===== src/rtl/medicine_schedule_keeper.sv =====
// medicine_schedule_keeper: slot table of medicine IDs with hourly countdowns and an
// acknowledged reminder that serves due slots one at a time, lowest index first.
module medicine_schedule_keeper #(
   parameter int SLOTS = 4,
   parameter int ID_W  = 6,
   parameter int INT_W = 4
) (
   input  logic             Clk,
   input  logic             Rst,
   input  logic             Sel_Valid,
   input  logic [ID_W-1:0]  Selected_Address,
   input  logic [INT_W-1:0] Selected_Data,
   input  logic             Hour_Tick,
   input  logic             Ack_Button,
   output logic             Alarm,
   output logic [ID_W-1:0]  Alarm_Med_Id,
   output logic [3:0]       Active_Count,
   output logic             Full_Err
);
   localparam int IW = $clog2(SLOTS);
   typedef enum logic {IDLE, ALARM} state_t;
   state_t state, state_nx;
   logic [SLOTS-1:0] valid, valid_nx, due, due_nx;
   logic [ID_W-1:0]  id [SLOTS];
   logic [ID_W-1:0]  id_nx [SLOTS];
   logic [INT_W-1:0] intv [SLOTS];
   logic [INT_W-1:0] intv_nx [SLOTS];
   logic [INT_W-1:0] cnt [SLOTS];
   logic [INT_W-1:0] cnt_nx [SLOTS];
   logic [IW-1:0]    k, k_nx, hit_idx, free_idx, due_idx, wr_idx;
   logic [ID_W-1:0]  med_nx;
   logic [3:0]       act_nx;
   logic             hit, free, wr, full_nx;
   assign Alarm = (state == ALARM);
   always_comb begin
      hit = 1'b0;
      free = 1'b0;
      hit_idx = '0;
      free_idx = '0;
      due_idx = '0;
      for (int i = SLOTS - 1; i >= 0; i--) begin
         if (valid[i] && id[i] == Selected_Address) begin
            hit = 1'b1;
            hit_idx = IW'(i);
         end
         if (!valid[i]) begin
            free = 1'b1;
            free_idx = IW'(i);
         end
         if (due[i]) due_idx = IW'(i);
      end
      wr = Sel_Valid && (hit || (Selected_Data != '0 && free));
      wr_idx = hit ? hit_idx : free_idx;
      full_nx = Sel_Valid && !hit && Selected_Data != '0 && !free;
      valid_nx = valid;
      due_nx = due;
      if (state == ALARM && Ack_Button) due_nx[k] = 1'b0;
      act_nx = '0;
      for (int i = 0; i < SLOTS; i++) begin
         id_nx[i] = id[i];
         intv_nx[i] = intv[i];
         cnt_nx[i] = cnt[i];
         // A write owns its slot this cycle, so a simultaneous tick skips it
         if (wr && wr_idx == IW'(i)) begin
            valid_nx[i] = Selected_Data != '0;
            id_nx[i] = Selected_Address;
            intv_nx[i] = Selected_Data;
            cnt_nx[i] = Selected_Data;
            due_nx[i] = 1'b0;
         end else if (Hour_Tick && valid[i]) begin
            due_nx[i] = (cnt[i] == INT_W'(1)) ? 1'b1 : due_nx[i];
            cnt_nx[i] = (cnt[i] == INT_W'(1)) ? intv[i] : cnt[i] - INT_W'(1);
         end
         act_nx = act_nx + 4'(valid_nx[i]);
      end
      state_nx = state;
      k_nx = k;
      med_nx = Alarm_Med_Id;
      if (state == IDLE && |due) begin
         state_nx = ALARM;
         k_nx = due_idx;
         med_nx = id[due_idx];
      end else if (state == ALARM && (Ack_Button || (wr && wr_idx == k))) begin
         state_nx = IDLE;
      end
   end
   always_ff @(posedge Clk or negedge Rst) begin
      if (!Rst) begin
         state <= IDLE;
         valid <= '0;
         due <= '0;
         k <= '0;
         Alarm_Med_Id <= '0;
         Active_Count <= '0;
         Full_Err <= 1'b0;
         for (int i = 0; i < SLOTS; i++) begin
            id[i] <= '0;
            intv[i] <= '0;
            cnt[i] <= '0;
         end
      end else begin
         state <= state_nx;
         valid <= valid_nx;
         due <= due_nx;
         k <= k_nx;
         Alarm_Med_Id <= med_nx;
         Active_Count <= act_nx;
         Full_Err <= full_nx;
         for (int i = 0; i < SLOTS; i++) begin
            id[i] <= id_nx[i];
            intv[i] <= intv_nx[i];
            cnt[i] <= cnt_nx[i];
         end
      end
   end
endmodule


===== config.mk =====
export PLATFORM = sky130hd
export DESIGN_NAME = medicine_schedule_keeper
export DESIGN_NICKNAME = d
export VERILOG_FILES = /design/src/rtl/medicine_schedule_keeper.sv
export SDC_FILE = /design/constraint.sdc
export NUM_CORES = 1
export LEC_CHECK = 0
export CAP_MARGIN = 20
export CORE_ASPECT_RATIO = 1.2
export CORE_MARGIN = 2
export CORE_UTILIZATION = 54
export DETAILED_ROUTE_END_ITERATION = 10
export MAX_ROUTING_LAYER = met4
export PLACE_DENSITY_LB_ADDON = 0.05
export SLEW_MARGIN = 40
export SYNTH_ARGS = -nofsm -noshare
export SYNTH_HDL_FRONTEND = slang
export SYNTH_SLANG_ARGS = --single-unit

===== constraint.sdc =====
create_clock -name Clk -period 3.1 [get_ports Clk]
set_input_delay 0.62 -clock Clk [delete_from_list [all_inputs] [get_ports Clk]]
set_output_delay 0.62 -clock Clk [all_outputs]
set_load 0.1 [all_outputs]

==> out/results.txt <==
starting utilization of the core area -> 55.2%
multi-input logic area -> 2130 um2
Final Util -> 66.0%
fillers -> 605
Synth Cell Area -> 4180 um2
initial antenna violation count -> 0
WP buf/inv -> 2
HP Class -> in2async
Total GRT Usage -> 23.7%
Final Hold Viols -> 0
Die ar. -> 8470 um2
Clock transition at path regs -> 0.08 ns
cell internal pwr -> 3.39 mW
crit-path cells -> clkdlybuf4s15_2 -> buf_4 -> xnor2_2 -> nand4_1 -> o21a_1 -> a211o_2 -> nor3_4 -> mux2_4 -> fa_1 -> ha_2 -> ha_4
clk sinks -> 77
worst setup path category -> in2reg
vias in the first global route -> 3020
diode count -> 0
clock share of power -> 14.2%
fin nets -> 442
area share of the largest cell type after synthesis -> 46.1%
Worst Skew -> 0.00987 ns
Die Width -> 84.3 um
global-route wire length before repair -> 15000 um
Pre-antenna DRT Iters -> 4
Yosys top cell by area -> dfrtp_1
EDFF count, synth -> 0
Worst EP arrival -> 3.32 ns
Pwr Density -> 1160 nW/um2
Final setup viols -> 0
Worst-Margin Slew -> 0.733 ns
crit share post-route -> 99.4%
reg2reg path depth -> 10
outcome -> finished, final reports clean
WL final -> 8940 um
Peak VDD IR -> 0.790 mV
largest net degree at the start of global routing -> 78
PortBufs -> 25
layout cells sized above 1 -> 37.1%
CP max stage delay -> 0.55 ns
setup TNS -> 0 ns
GRT Residual Overflow -> 0
worst-skew pair later-pin latency -> 0.35 ns
RR Endpoint -> Active_Count[1]$_DFF_PN0_
WL/cell -> 17.5 um
Post-synth top cells -> dfrtp_1 (77), mux2_2 (46), nor2_1 (23)
clk root buf -> clkbuf_8
Combinational Power Share -> 52.4%
syn nets -> 377
Crit. End Element -> register
top_reg_cell synth -> dfrtp_1
Setup crit start kind -> input pin
Slowest cell on crit path -> fa_1
Initial DRC Count -> 106
Syn Inst Count -> 351
Power, Total -> 5.80 mW
Slew HR -> 51.0%
DR vias -> 2929
H-Tree Depth -> 3
CTS tree -> yes
reg-to-reg critical path startpoint -> id[11]$_DFFE_PN0P_
row count -> 35
Fmax -> 324 MHz
Layout area overhead -> 19.6%
Detailed Place HPWL -> 6290 um
min Tclk post-route -> 3.08 ns
core area -> 7580 um2
max-slew violations -> 0
reg2reg setup slack -> 0.03 ns
Post-DRT Antenna Nets -> 0
synth unique cells -> 56
Net Sw Frac -> 41.4%
TritonCTS buffer count -> 9
Seq cells post-synth -> 77
max-capacitance violation count -> 0
Post-synth ARST share -> 100%
WP data required -> 3.34 ns
critical path peak fanout -> 6
clk buf depth -> 2
Synth Area per Inst -> 11.9 um2
io pins -> 27
DRC -> 0
Vias/cell -> 5.72
Die Ht -> 100 um
sequential share of the synthesized area -> 46.1%
Setup crit end -> Active_Count[1]$_DFF_PN0_
sw power -> 2.40 mW
top-count cell post-synth -> dfrtp_1
Yosys Warn Count -> 0
path length in cells of the critical path -> 11
Area contributors post-synth -> dfrtp_1 (46%), mux2_2 (12%), mux4_2 (3.2%), xnor2_1 (3.1%), ha_1 (3.0%)
GPL Wtd Cong -> 0.841
dpl cells -> 490
RSZ-0062 raised after global routing -> yes
register area -> 1930 um2
power share of the sequential group -> 33.4%
leakage -> 2.23 nW
Post-Layout Cell Count -> 512
crit path from -> Selected_Address[1]
Worst path top cell family by delay -> adder cells
[cell families (layout without fill, tap and decap cells)]
logic type                 Yosys count  in the layout  synth area share [%]
DFF                                 77             77                  46.1
and+or+nand+nor                     75             75                  9.87
muxes                               72             72                  21.2
AOI/OAI and AO/OA                   58             58                  9.19
buffers and inverters               33            102                  5.09
xor gates and xnor gates            24             24                  5.03
adders and majority gates           11             11                  3.47
other                                1              1                0.0897
[metal layers]
layer	vias up	track usage [%]	wire [um]
met5	-	-	0
met4	0	10.0	272
met3	20	5.02	251
met2	45	40.9	4690
met1	1465	26.9	3730
li1	1399	-	-
[through the flow]
step | worst slack, ns | hold WS (ns) | cell area [um2]
after floorplan | -0.539 | 0.324 | 4180
after global placement | -0.755 | 0.483 | 4650
after detailed placement | -0.813 | 0.496 | 4650
after CTS | 0.0176 | 0.317 | 4950
after global routing | -0.0806 | 0.327 | 5000
final | 0.0181 | 0.287 | 5000
[cell usage in the layout (no fill, tap or decap), types with 3 or more instances in the layout]
master and count:
dlymetal6s2s_1 4, mux2i_1 12, o21ai_0 7, a22oi_1 4, dfrtp_1 77, a32oi_1 3, mux4_2 6, nor2_1 23
mux2_2 44, xnor2_2 3, nand4_1 9, o41ai_1 3, inv_1 19, o22ai_1 5, nor3_1 6, ha_1 8
buf_6 3, xnor2_1 12, o31ai_1 5, buf_2 3, buf_4 53, a21oi_1 20, nor3b_1 3, mux2_4 8
clkdlybuf4s50_1 3, nand2_1 15, xor2_1 7, clkbuf_8 10
[registers in the layout (all words and copies together), names as in the netlist]
register,cells
Alarm,1
k,2
Full_Err,1
Alarm_Med_Id,6
intv,16
Active_Count,3
valid,4
due,4
id,24
cnt,16
[worst min-delay path by stage]
stage | endpoint | depth (start not counted)
floorplan | Active_Count[0]$_DFF_PN0_ | 0
global route | cnt[10]$_DFFE_PN0P_ | 1
detailed placement | intv[0]$_DFFE_PN0P_ | 1
CTS | intv[10]$_DFFE_PN0P_ | 1
global placement | intv[9]$_DFFE_PN0P_ | 1
finish | cnt[10]$_DFFE_PN0P_ | 1
[layout make-up]
class	count	area share, %
multi-input cells	241	42.5
well taps	92	2.30
flip-flops and latches	77	38.5
clock buffers	11	2.83
repair buffers	68	10.9
clock inverters	4	1.45
inverters	19	1.43
[timing repair]
action,CTS,global route
gates cloned,0,0
resized for setup,32,10
pin swaps,11,7
hold buffers,0,0
hold endpoints to repair,0,0
setup endpoints to repair,3,3
buffers inserted,4,3
[power by group through the flow]
stage	sequential (mW)	clock (mW)	combinational [mW]
floorplan	2.34	0	1.76
detailed placement	1.94	0	2.93
global placement	1.92	0	2.87
finish	1.94	0.825	3.03
CTS	1.93	0.848	3.02
global route	2.01	0.890	3.31
Note: power is estimated with default switching activity, not from simulation.
